File: config.mk
export PLATFORM = sky130hd
export DESIGN_NAME = mod_invreg16_ctrl_flat
export DESIGN_NICKNAME = d
export VERILOG_FILES = /design/src/rtl/mod_invreg16_ctrl_if.sv /design/src/rtl/mod_invreg16_ctrl.sv /design/src/flat_wrapper.sv
export SDC_FILE = /design/constraint.sdc
export NUM_CORES = 1
export LEC_CHECK = 0
export CAP_MARGIN = 0
export CORE_AREA = 2 2 256 258
export DETAILED_ROUTE_END_ITERATION = 8
export DIE_AREA = 0 0 258 260
export DONT_BUFFER_PORTS = 1
export GPL_ROUTABILITY_DRIVEN = 0
export PLACE_DENSITY_LB_ADDON = 0.12
export SLEW_MARGIN = 25
export SYNTH_ARGS = -nofsm -noshare
export SYNTH_HDL_FRONTEND = slang
export SYNTH_SLANG_ARGS = --single-unit
File: constraint.sdc
create_clock -name clk -period 2.5 [get_ports clk]
set_input_delay 0.5 -clock clk [delete_from_list [all_inputs] [get_ports clk]]
set_output_delay 0.5 -clock clk [all_outputs]
set_load 0.1 [all_outputs]
File: src/rtl/mod_invreg16_ctrl_if.sv
// rtl/mod_invreg16_ctrl_if.sv - ciphertext/plaintext handshakes and round-logic bus of the AES-256 decrypt state register
interface mod_invreg16_ctrl_if #(
    parameter int N = 16
);
    logic                in_valid;
    logic                in_ready;
    logic [N-1:0][7:0]   inp_cipher;
    logic [N-1:0][7:0]   inp_rkey;
    logic                key_valid;
    logic [N-1:0][7:0]   inp_invmC;
    logic [N-1:0][7:0]   inp_ark;
    logic [N-1:0][7:0]   outp_state;
    logic [3:0]          outp_round;
    logic                busy;
    logic                out_valid;
    logic                out_ready;

    // master is the surrounding datapath/producer/consumer, slave is the controller
    modport master (
        output in_valid, inp_cipher, inp_rkey, key_valid, inp_invmC, inp_ark, out_ready,
        input  in_ready, outp_state, outp_round, busy, out_valid
    );

    modport slave (
        input  in_valid, inp_cipher, inp_rkey, key_valid, inp_invmC, inp_ark, out_ready,
        output in_ready, outp_state, outp_round, busy, out_valid
    );
endinterface

File: src/rtl/mod_invreg16_ctrl.sv
// rtl/mod_invreg16_ctrl.sv - AES-256 decryption state register and inverse round sequencer
module mod_invreg16_ctrl #(
    parameter int N  = 16,
    parameter int NR = 14
) (
    input  logic                 clk,
    input  logic                 resetn,
    mod_invreg16_ctrl_if.slave   bus
);

    typedef enum logic [1:0] {
        IDLE = 2'b00,
        RUN  = 2'b01,
        DONE = 2'b10
    } fsm_t;

    localparam logic [3:0] LAST_ROUND = 4'(NR);

    fsm_t              fsm_q;
    fsm_t              fsm_d;
    logic [N-1:0][7:0] state_q;
    logic [N-1:0][7:0] state_d;
    logic [3:0]        round_q;
    logic [3:0]        round_d;
    logic              in_ready;
    logic              busy;
    logic              out_valid;

    always_ff @(posedge clk or negedge resetn) begin
        if (!resetn) begin
            fsm_q   <= IDLE;
            state_q <= '0;
            round_q <= 4'd0;
        end else begin
            fsm_q   <= fsm_d;
            state_q <= state_d;
            round_q <= round_d;
        end
    end

    always_comb begin
        fsm_d     = fsm_q;
        state_d   = state_q;
        round_d   = round_q;
        in_ready  = 1'b0;
        busy      = 1'b0;
        out_valid = 1'b0;
        case (fsm_q)
            IDLE: begin
                in_ready = 1'b1;
                round_d  = 4'd0;
                // Initial whitening needs the round key, so acceptance waits for key_valid
                if (bus.in_valid && bus.key_valid) begin
                    state_d = bus.inp_cipher ^ bus.inp_rkey;
                    round_d = 4'd1;
                    fsm_d   = RUN;
                end
            end
            RUN: begin
                busy = 1'b1;
                if (bus.key_valid) begin
                    if (round_q >= LAST_ROUND) begin
                        state_d = bus.inp_ark;
                        round_d = LAST_ROUND;
                        fsm_d   = DONE;
                    end else begin
                        state_d = bus.inp_invmC;
                        round_d = round_q + 4'd1;
                    end
                end
            end
            DONE: begin
                out_valid = 1'b1;
                if (bus.out_ready) begin
                    round_d = 4'd0;
                    fsm_d   = IDLE;
                end
            end
            default: begin
                fsm_d   = IDLE;
                round_d = 4'd0;
            end
        endcase
    end

    assign bus.in_ready   = in_ready;
    assign bus.busy       = busy;
    assign bus.out_valid  = out_valid;
    assign bus.outp_state = state_q;
    assign bus.outp_round = round_q;

endmodule

File: src/flat_wrapper.sv
// flat-port wrapper written by rule: the top's interface ports become plain ports
module mod_invreg16_ctrl_flat 
#(
    parameter int N  = 16,
    parameter int NR = 14
)
  (clk, resetn, bus_in_valid, bus_inp_cipher, bus_inp_rkey, bus_key_valid, bus_inp_invmC, bus_inp_ark, bus_out_ready, bus_in_ready, bus_outp_state, bus_outp_round, bus_busy, bus_out_valid);
  mod_invreg16_ctrl_if #(.N(N)) bus_i ();
  input  logic clk;
  input  logic resetn;
  input wire logic [$bits(bus_i.in_valid)-1:0] bus_in_valid;
  input wire logic [$bits(bus_i.inp_cipher)-1:0] bus_inp_cipher;
  input wire logic [$bits(bus_i.inp_rkey)-1:0] bus_inp_rkey;
  input wire logic [$bits(bus_i.key_valid)-1:0] bus_key_valid;
  input wire logic [$bits(bus_i.inp_invmC)-1:0] bus_inp_invmC;
  input wire logic [$bits(bus_i.inp_ark)-1:0] bus_inp_ark;
  input wire logic [$bits(bus_i.out_ready)-1:0] bus_out_ready;
  output wire logic [$bits(bus_i.in_ready)-1:0] bus_in_ready;
  output wire logic [$bits(bus_i.outp_state)-1:0] bus_outp_state;
  output wire logic [$bits(bus_i.outp_round)-1:0] bus_outp_round;
  output wire logic [$bits(bus_i.busy)-1:0] bus_busy;
  output wire logic [$bits(bus_i.out_valid)-1:0] bus_out_valid;
  assign bus_i.in_valid = bus_in_valid;
  assign bus_i.inp_cipher = bus_inp_cipher;
  assign bus_i.inp_rkey = bus_inp_rkey;
  assign bus_i.key_valid = bus_key_valid;
  assign bus_i.inp_invmC = bus_inp_invmC;
  assign bus_i.inp_ark = bus_inp_ark;
  assign bus_i.out_ready = bus_out_ready;
  assign bus_in_ready = bus_i.in_ready;
  assign bus_outp_state = bus_i.outp_state;
  assign bus_outp_round = bus_i.outp_round;
  assign bus_busy = bus_i.busy;
  assign bus_out_valid = bus_i.out_valid;
  mod_invreg16_ctrl #(.N(N), .NR(NR)) u_core (.clk(clk), .resetn(resetn), .bus(bus_i));
endmodule
==> run summary <==
Setup Skew: 0.0107 ns
Cells after Synth: 1,032
Starting Density: 13.5%
Share of cells above drive strength 1: 17.5%
DRC: 0
Element type at the critical path end: output port
Postcts setup bufs: 0
Max stage delay on crit path: 0.56 ns
Initial drt markers: 446
First-pass GRT wire length: 59,400 um
Leakage: 4.86 nW
Clock sinks: 134
Share of flip-flops with an asynchronous set or reset: 100%
Power density cells: 1570 mW/mm^2
Initial antenna violation count: 4
WL/cell: 21.1 um
Tot Pwr: 17.8 mW
Largest net degree at the start of global routing: 135
Clock buffer count from CTS: 17
R2R Path Start: u_core.fsm_q[0]$_DFFE_PN0P_
Mapped Nets: 1,551
Fin worst setup slack: 0.294 ns
Number of global-route vias before repair: 8,647
Least-Margin Pin Slew: 0.929 ns
Yosys reg bits: 134
Total Negative Setup Slacks: 0 ns
Core Box Area: 0.0641 mm^2
CP Cell Sequence: nor2b_4 -> buf_12
Setup crit start kind: register
Overflow after GRT: 0
Main synth FF type: dfrtp_1
Worst path bufs/invs: 1
Hold Crit Class: in -> async
Deepest clock path buffer count: 2
Setup CP Type: reg -> out
R2R depth: 5
Post-synth top area share: 38.7%
Most frequent cells after synthesis: nand3_1, dfrtp_1, inv_1
Post-detail-place hpwl: 30,300 um
Reg-to-reg slack, setup: 0.47 ns
Setup violators final: 0
DRT Pass-1 Iters: 5
Setup WS pre-CTS: 0.512 ns
Library cells used by synthesis: 26
Data arrival, critical path: 1.71 ns
Area growth from synthesis to layout: 31.0%
Root Buffer: clkbuf_16
Post-cts repair resize count: 0
Die ar.: 0.0671 mm^2
Clock-pin slew on the worst setup and hold paths: 0.06 ns
Non-filler cells in the finished layout: 1,979
Die H: 260 um
Total Wirelength: 41,800 um
Outcome: complete, but fails checks
Vias: 8,275
Failing checks: negative hold slack
Area leader, netlist: dfrtp_1
Most instantiated library cell after synthesis: nand3_1
# rows: 93
CP max stage cell: dfrtp_1
Port-buffer cells: 0
Later-pin clock latency in the skew report: 0.47 ns
Post-route clock period utilization: 88.3%
Nets: 1,628
Mean post-synth cell area: 8.39 um^2
I/O pins: 652
Max-slew violation count: 0
Vias per inst: 4.18
Fin. Hold Viols: 134
Synth top area cells: dfrtp_1, nand3_1, a32oi_1
WP data required: 2.00 ns
RSZ-0062 raised after global routing: false
Maximum vdd drop: 0.000601 V
Syn Std Cell Area: 0.00866 mm^2
Die W: 258 um
Crit path max-delay family: flip-flops
DP Cell Count: 1,945
Max-Cap Viols: 0
Critical-path maximum fanout: 52
Reg2reg end: u_core.bus.outp_state[29]$_DFFE_PN0P_
CTS tree: yes
Achievable Freq: 453 MHz
Min Tclk post-route: 2.21 ns
ANT nets after route: 0
Syn. warnings: 0
Post-synth EDFFs: 0
# H-tree levels: 4
Relative slew slack: 38.1%
Tot GR Track Use: 12.0%
Hold_ws: -0.280 ns
Seq/Total Area, Yosys: 38.7%
==> through the flow <==
step | util, % | area, um^2 | hold slack [ns]
2_1_floorplan | - | 8660 | 0.204
3_3_place_gp | 16.7 | 10700 | 0.209
3_5_place_dp | 16.7 | 10700 | 0.208
4_1_cts | 17.7 | 11300 | -0.341
5_1_grt | 17.7 | 11300 | -0.334
6_report | 17.7 | 11300 | -0.280
==> how the worst max path moves through the flow <==
| stage | startpoint | endpoint | slack (ns) | depth (start not counted) |
|---|---|---|---|---|
| 3_5_place_dp | u_core.bus.outp_round[1]$_DFFE_PN0P_ | u_core.bus.outp_state[37]$_DFFE_PN0P_ | 0.51 | 6 |
| 5_1_grt | u_core.fsm_q[0]$_DFFE_PN0P_ | bus_busy | 0.18 | 2 |
| 6_report | u_core.fsm_q[0]$_DFFE_PN0P_ | bus_busy | 0.29 | 2 |
| 4_1_cts | u_core.fsm_q[0]$_DFFE_PN0P_ | bus_busy | 0.25 | 2 |
| 3_3_place_gp | u_core.fsm_q[0]$_DFFE_PN0P_ | u_core.bus.outp_state[19]$_DFFE_PN0P_ | 0.55 | 5 |
| 2_1_floorplan | u_core.bus.outp_round[0]$_DFFE_PN0P_ | u_core.bus.outp_state[59]$_DFFE_PN0P_ | 0.10 | 7 |
==> sequential cells by signal, summed over array words and instances (netlist names) <==
register               cells
u_core.bus.outp_state    128
u_core.bus.outp_round      4
u_core.fsm_q               2
==> worst reg2reg max path, cell delays in order, from the launching register on <==
cell	delay, ns
dfrtp_1	0.56
nor2b_4	0.28
buf_12	0.30
buf_4	0.46
nand3_1	0.14
a32oi_1	0.20
==> cell usage in the layout (no fill, tap or decap), types with 2 or more instances in the layout <==
cell type   synthesis  routed
bufinv_16           0       4
a21oi_1             2       2
dfrtp_1           134     134
xor2_1            128     128
clkbuf_8            0       2
clkbuf_16           0      17
clkinv_4            0       3
clkinv_2            0       3
nand3b_1            2       2
buf_4               3     142
nand3_1           256     256
o2bb2ai_1           3       3
o21ai_1             3       3
a32oi_1           129     129
diode_2             0       2
clkinvlp_4          0       2
buf_12              0      16
o21ai_0           128     127
ha_1                2       2
nand2b_1            2       2
inv_1             130     130
==> routing by layer <==
layer | wire length (um) | track usage, % | part of all wire (%) | up-vias
li1 | - | - | - | 3843
met1 | 16100 | 13.5 | 39 | 3996
met2 | 21300 | 20.5 | 51 | 382
met3 | 3220 | 4.14 | 7.7 | 50
met4 | 1160 | 4.98 | 2.8 | 4
met5 | 27 | 0 | 0.065 | -
==> area by class of cell <==
cell class | count | area, um^2
repair buffers | 158 | 1390
diodes | 2 | 5.00
clock inverters | 12 | 176
multi-input cells | 668 | 4410
clock buffers | 20 | 457
well taps | 855 | 1070
fillers | 7203 | 52800
flip-flops and latches | 134 | 3350
inverters | 130 | 488
==> logic make-up (layout without fill, tap and decap cells) <==
family / after synthesis / in the layout / share of synthesized area, %
AND/OR/NAND/NOR: 267 / 267 / 15.6
XOR/XNOR: 128 / 128 / 12.9
buffers and inverters: 230 / 320 / 10.8
flip-flops: 134 / 134 / 38.7
AO/OA/AOI/OAI: 271 / 271 / 21.7
other: 0 / 2 / 0
adder cells (fa/ha/maj): 2 / 2 / 0.289
==> where the power goes <==
| part | total [mW] | leakage, nW | internal (mW) | switching, mW |
|---|---|---|---|---|
| clock | 2.84 | 0.306 | 1.72 | 1.12 |
| sequential | 3.43 | 1.53 | 3.03 | 0.396 |
| combinational | 11.5 | 3.03 | 2.26 | 9.25 |
No activity file was read; power rests on OpenSTA's default activity.
